$ cat src/rtl/bcd_digit_formatter.sv
`timescale 1ns/1ps
// bcd_digit_formatter
// Iterative double-dabble binary-to-BCD converter for the seven-segment scan
// driver. One input bit is consumed per clock; results are committed all at
// once so the display never shows a half-converted number.
module bcd_digit_formatter #(
    parameter int IN_WIDTH = 27
) (
    input  logic                clk,
    input  logic                rst,
    input  logic [IN_WIDTH-1:0] in_value,
    input  logic                in_load,
    output logic                in_ready,
    output logic [31:0]         output_data,
    output logic [7:0]          output_valid,
    output logic                overflow,
    output logic                done
);

    localparam int          CNT_W   = $clog2(IN_WIDTH + 1);
    localparam logic [63:0] MAX_VAL = 64'd99_999_999;

    typedef enum logic [1:0] {
        IDLE,
        SHIFT,
        COMMIT
    } state_t;

    state_t              r_state;
    state_t              w_nextState;
    logic                w_accept;
    logic                w_shiftEn;
    logic                w_commit;
    logic                w_tooBig;
    logic [IN_WIDTH-1:0] r_shift;
    logic [31:0]         r_work;
    logic [CNT_W-1:0]    r_count;
    logic                r_sat;
    logic [30:0]         w_adj;
    logic [31:0]         w_workNext;
    logic [7:0]          w_mask;

    // Values that cannot be shown on eight digits are flagged at acceptance
    assign w_tooBig = (64'(in_value) > MAX_VAL);
    assign in_ready = (r_state == IDLE);

    // State register; reset aborts any conversion in progress
    always_ff @(posedge clk) begin
        if (rst) begin
            r_state <= IDLE;
        end else begin
            r_state <= w_nextState;
        end
    end

    // Next-state logic and one-hot datapath strobes for each phase
    always_comb begin
        w_nextState = r_state;
        w_accept    = 1'b0;
        w_shiftEn   = 1'b0;
        w_commit    = 1'b0;
        case (r_state)
            IDLE: begin
                if (in_load) begin
                    w_accept    = 1'b1;
                    w_nextState = SHIFT;
                end
            end
            SHIFT: begin
                w_shiftEn = 1'b1;
                if (r_count == CNT_W'(1)) begin
                    w_nextState = COMMIT;
                end
            end
            COMMIT: begin
                w_commit    = 1'b1;
                w_nextState = IDLE;
            end
            default: begin
                w_nextState = IDLE;
            end
        endcase
    end

    // Add-3 correction on every nibble >= 5; the top bit of digit 7 is
    // shifted out and discarded, so only its low three bits are kept
    always_comb begin
        logic [3:0] v_nib;
        w_adj = '0;
        v_nib = '0;
        for (int i = 0; i < 7; i++) begin
            v_nib = r_work[4*i +: 4];
            if (v_nib >= 4'd5) begin
                v_nib = v_nib + 4'd3;
            end
            w_adj[4*i +: 4] = v_nib;
        end
        v_nib = r_work[31:28];
        if (v_nib >= 4'd5) begin
            v_nib = v_nib + 4'd3;
        end
        w_adj[30:28] = v_nib[2:0];
    end

    assign w_workNext = {w_adj, r_shift[IN_WIDTH-1]};

    // Leading-zero suppression: a digit is shown once any higher digit is
    // nonzero; digit 0 is always shown so zero displays as "0"
    always_comb begin
        logic v_any;
        w_mask = '0;
        v_any  = 1'b0;
        for (int i = 7; i >= 1; i--) begin
            v_any     = v_any | (|r_work[4*i +: 4]);
            w_mask[i] = v_any;
        end
        w_mask[0] = 1'b1;
    end

    // Datapath: load, shift one bit per cycle, then commit outputs atomically
    always_ff @(posedge clk) begin
        if (rst) begin
            r_shift      <= '0;
            r_work       <= '0;
            r_count      <= '0;
            r_sat        <= 1'b0;
            output_data  <= 32'h0000_0000;
            output_valid <= 8'h01;
            overflow     <= 1'b0;
            done         <= 1'b0;
        end else begin
            done <= 1'b0;
            if (w_accept) begin
                r_shift <= in_value;
                r_work  <= '0;
                r_count <= CNT_W'(IN_WIDTH);
                r_sat   <= w_tooBig;
            end
            if (w_shiftEn) begin
                r_work  <= w_workNext;
                r_shift <= r_shift << 1;
                r_count <= r_count - CNT_W'(1);
            end
            if (w_commit) begin
                if (r_sat) begin
                    output_data  <= 32'h9999_9999;
                    output_valid <= 8'hFF;
                end else begin
                    output_data  <= r_work;
                    output_valid <= w_mask;
                end
                overflow <= r_sat;
                done     <= 1'b1;
            end
        end
    end

endmodule

$ cat config.mk
export PLATFORM = sky130hd
export DESIGN_NAME = bcd_digit_formatter
export DESIGN_NICKNAME = d
export VERILOG_FILES = /design/src/rtl/bcd_digit_formatter.sv
export SDC_FILE = /design/constraint.sdc
export NUM_CORES = 1
export LEC_CHECK = 0
export ABC_AREA = 1
export ABC_CLOCK_PERIOD_IN_PS = 2000
export BUFFER_PORTS_ARGS = -buffer_cell sky130_fd_sc_hd__clkbuf_2
export CORE_MARGIN = 4
export CORE_UTILIZATION = 50
export CTS_BUF_LIST = sky130_fd_sc_hd__clkbuf_4 sky130_fd_sc_hd__clkbuf_8
export CTS_CLUSTER_SIZE = 14
export DETAILED_ROUTE_END_ITERATION = 16
export GPL_ROUTABILITY_DRIVEN = 0
export PLACE_DENSITY = 0.77
export SYNTH_ARGS = -nofsm -noshare
export SYNTH_HDL_FRONTEND = slang
export SYNTH_SLANG_ARGS = --single-unit
$ cat constraint.sdc
create_clock -name clk -period 2 [get_ports clk]
set_clock_uncertainty 0.1 [all_clocks]
set_input_delay 0.1 -clock clk [delete_from_list [all_inputs] [get_ports clk]]
set_output_delay 0.1 -clock clk [all_outputs]
set_load 0.05 [all_outputs]
==> impl_metrics.xml <==
<?xml version="1.0" encoding="UTF-8"?>
<metrics>
  <group name="floorplan">
    <metric name="die_w" unit="um">108.5</metric>
    <metric name="io_pins" unit="">73</metric>
    <metric name="initial_cell_density_of_the_core" unit="%">51.44</metric>
    <metric name="floorplan.die_area" unit="mm2">0.01177</metric>
    <metric name="floorplan.rows" unit="">36</metric>
    <metric name="coreArea" unit="mm2">0.009819</metric>
    <metric name="die_span_y" unit="um">108.5</metric>
  </group>
  <group name="global_routing">
    <metric name="largest_net_degree_at_the_start_of_global_routing" unit="">47</metric>
    <metric name="gr-total-overflow" unit="">0</metric>
    <metric name="number_of_antenna_violations_at_the_first_check_in_global_routing" unit="">0</metric>
    <metric name="grt_first_pass_wirelength" unit="um">21350</metric>
    <metric name="number_of_global_route_vias_before_repair" unit="">4654</metric>
    <metric name="grtUsageTotal" unit="%">22.39</metric>
  </group>
  <group name="logic_synthesis">
    <metric name="synthDistinctLibCells" unit="">40</metric>
    <metric name="postSynthCellCount" unit="">665</metric>
    <metric name="synth_nets" unit="">720</metric>
    <metric name="postSynth.topFlopCell" unit="">sky130_fd_sc_hd__dfxtp_1</metric>
    <metric name="mux_share_of_post_synthesis_cell_area" unit="%">0</metric>
    <metric name="number_of_flops_mapped_to_enable_cells_by_yosys" unit="">0</metric>
    <metric name="post_synthesis_sequential_area_ratio" unit="%">42.80</metric>
    <metric name="synth-simple-area-share" unit="%">22.15</metric>
    <metric name="async_reset_ff_share" unit="%">0</metric>
    <metric name="synth_top_family_by_area" unit="">simple AND/OR/NAND/NOR gates</metric>
    <metric name="yosys_register_bits" unit="">108</metric>
    <metric name="syn_area_per_cell" unit="um2">7.596</metric>
    <metric name="netlist_area" unit="mm2">0.005051</metric>
    <metric name="synth_xor_area_share" unit="%">1.214</metric>
    <metric name="synth_fa_ha_area_share" unit="%">6.193</metric>
    <metric name="synth_warnings" unit="">0</metric>
    <metric name="synth_compound_gate_area_share" unit="%">18.78</metric>
  </group>
  <group name="routing">
    <metric name="detail_route.wl_per_cell" unit="um">14.24</metric>
    <metric name="routed_wirelength" unit="um">12690</metric>
    <metric name="route.vias.total" unit="">4762</metric>
    <metric name="ant_nets" unit="">0</metric>
    <metric name="drc" unit="">0</metric>
    <metric name="number_of_vias_per_cell_after_detailed_routing" unit="">5.345</metric>
    <metric name="firstDrtPassIters" unit="">5</metric>
    <metric name="drt_iter0_drc" unit="">315</metric>
  </group>
  <group name="clocking">
    <metric name="tritoncts" unit="">built</metric>
    <metric name="worstSkewPairLatency" unit="ps">370</metric>
    <metric name="cts_num_sinks" unit="">108</metric>
    <metric name="clockBufferDepth" unit="">2</metric>
    <metric name="clk_pin_slew" unit="ps">100</metric>
    <metric name="cts_made_buffers" unit="">9</metric>
    <metric name="clock-root-buffer" unit="">sky130_fd_sc_hd__clkbuf_8</metric>
    <metric name="htree_num_levels" unit="">3</metric>
  </group>
  <group name="power_and_ir_drop">
    <metric name="p_leak" unit="nW">2.496</metric>
    <metric name="ir_worst_vdd" unit="V">0.0004188</metric>
    <metric name="powerDensity" unit="mW/mm2">724.5</metric>
  </group>
  <group name="run_status">
    <metric name="run_status" unit="">completed</metric>
  </group>
  <group name="timing">
    <metric name="min_period" unit="ps">1771</metric>
    <metric name="hold_viol_final" unit="">0</metric>
    <metric name="timing_worst_slew_pin_value" unit="ps">548.0</metric>
    <metric name="timing.setup.tns" unit="ps">0</metric>
    <metric name="fmax" unit="GHz">0.5646</metric>
    <metric name="setup_viol" unit="">0</metric>
    <metric name="final-max-slew-violation-count" unit="">0</metric>
    <metric name="slew_headroom" unit="%">63.08</metric>
    <metric name="rsz0062_at_grt" unit="">false</metric>
    <metric name="final.period_utilization" unit="%">88.56</metric>
  </group>
  <group name="layout">
    <metric name="layout.cells.non_filler" unit="">891</metric>
    <metric name="design.final.nets" unit="">808</metric>
    <metric name="finish.instance_area" unit="mm2">0.005957</metric>
    <metric name="areaGrowthSynthToFinish" unit="%">17.93</metric>
    <metric name="proportion_of_layout_cells_with_a_drive_suffix_above_1" unit="%">15.72</metric>
  </group>
  <group name="flow_run">
    <metric name="cap_violations" unit="">0</metric>
  </group>
  <group name="setup_path">
    <metric name="crit_path_max_fanout" unit="">36</metric>
    <metric name="timing_worst_setup_path_type" unit="">register to register</metric>
    <metric name="cp.arrival" unit="ps">1950</metric>
    <metric name="cp.required" unit="ps">2180</metric>
    <metric name="setup_crit_end_kind" unit="">register</metric>
    <metric name="startpoint_type" unit="">register</metric>
  </group>
  <group name="place">
    <metric name="portBuffers" unit="">71</metric>
    <metric name="post-dp-hpwl" unit="um">8560</metric>
    <metric name="dp.cells" unit="">851</metric>
    <metric name="placedInstanceArea" unit="mm2">0.005490</metric>
  </group>
  <group name="hold_path">
    <metric name="worstHoldPathType" unit="">input pin to register</metric>
  </group>
</metrics>
## power breakdown
| group | internal [mW] | switching (mW) | total [mW] | leakage (nW) |
|---|---|---|---|---|
| Combinational | 0.194 | 0.378 | 0.572 | 1.51 |
| Sequential | 2.23 | 0.0434 | 2.27 | 0.876 |
| Clock | 0.740 | 0.731 | 1.47 | 0.109 |
| Total | 3.16 | 1.15 | 4.32 | 2.50 |
## kinds of logic after synthesis
kind of cell / count (synthesis)
flops: 108
simple gates: 263
fa+ha+maj: 25
compound gates: 162
buf+inv: 99
other cells: 1
xor+xnor: 7
## state kept, by name, summed over array words and instances (netlist names)
name          cells
output_data      32
r_state           2
r_shift          27
r_sat             1
done              1
output_valid      7
overflow          1
r_work           32
r_count           5
## Yosys cell counts (all sizes together) (5+ instances only)
master  count  area share [%]
ha         25             6.2
nor3        5            0.50
nor2       45             3.9
inv        68             5.1
a31oi      12             1.5
nand4       7            0.87
o32ai       6             1.8
o211ai     14             2.1
clkbuf     11            0.82
dfxtp     108              43
o22ai       6            0.74
buf        18             2.7
o21ai      72             7.1
xor2        7             1.2
a21oi      45             4.5
nand3      36             3.6
nand2     165              13
## final timing paths
kind	from	slack [ps]	depth (start not counted)	to
max reg2reg	r_state[1]	230	6	r_shift[13]
max	r_state[1]	230	6	r_shift[13]
min reg2reg	output_data[22]	370	2	output_data[22]
min	in_value[23]	30	5	r_shift[23]
## repair_timing
action	in CTS	in global routing
hold buffers	21	0
hold endpoints to repair	21	0
gates resized for setup	0	1
setup buffers	0	3
endpoints found under the setup margin	0	29
## per-layer routing
layer  routed length, um  track usage (%)  vias to the layer above
li1                    -                -                     2379
met1                5713            29.08                     2209
met2                6007            37.82                      150
met3                 718            4.000                       24
met4                 247            6.943                        0
met5                   0                0                        -
## layout make-up
class | instances | area (um2)
fillers | 876 | 3862
multi-input cells | 458 | 2454
flip-flops and latches | 108 | 2162
repair buffers | 106 | 683.2
inverters | 70 | 266.5
well taps | 133 | 166.4
clock buffers | 10 | 137.6
clock inverters | 5 | 85.08
diodes | 1 | 2.502
## critical path, stage by stage, from the launching register on
cell	delay, ps
sky130_fd_sc_hd__dfxtp_1	430
sky130_fd_sc_hd__nor2_2	80
sky130_fd_sc_hd__nand2_2	200
sky130_fd_sc_hd__inv_4	170
sky130_fd_sc_hd__nor2_8	240
sky130_fd_sc_hd__nand2_8	210
sky130_fd_sc_hd__o21ai_0	240
## cells in the final DEF, fill, tap and decap left out, types with 10 or more instances in the layout
cell | Yosys | routed
sky130_fd_sc_hd__nand2_1 | 161 | 161
sky130_fd_sc_hd__dfxtp_1 | 108 | 108
sky130_fd_sc_hd__clkbuf_2 | 0 | 71
sky130_fd_sc_hd__inv_1 | 64 | 64
sky130_fd_sc_hd__o21ai_0 | 52 | 52
sky130_fd_sc_hd__a21oi_1 | 45 | 45
sky130_fd_sc_hd__nor2_1 | 42 | 42
sky130_fd_sc_hd__nand3_1 | 36 | 36
sky130_fd_sc_hd__ha_1 | 25 | 25
sky130_fd_sc_hd__dlygate4sd3_1 | 0 | 21
sky130_fd_sc_hd__o21ai_1 | 20 | 20
sky130_fd_sc_hd__o211ai_1 | 14 | 14
sky130_fd_sc_hd__buf_4 | 4 | 13
sky130_fd_sc_hd__a31oi_1 | 12 | 12
sky130_fd_sc_hd__clkbuf_8 | 0 | 10
## through the flow
stage / hold slack (ps) / setup slack (ps) / util [%] / power, mW
after global routing: 30.43 / 73.51 / 60.64 / 4.509
after global placement: 259.4 / 207.7 / 55.91 / 2.819
after detailed placement: 257.8 / 74.39 / 55.91 / 2.833
after floorplan: 148.3 / 293.3 / - / 2.715
after CTS: 14.51 / 44.26 / 60.32 / 4.311
final: 27.46 / 228.7 / 60.67 / 4.316
Note: power is estimated with default switching activity, not from simulation.
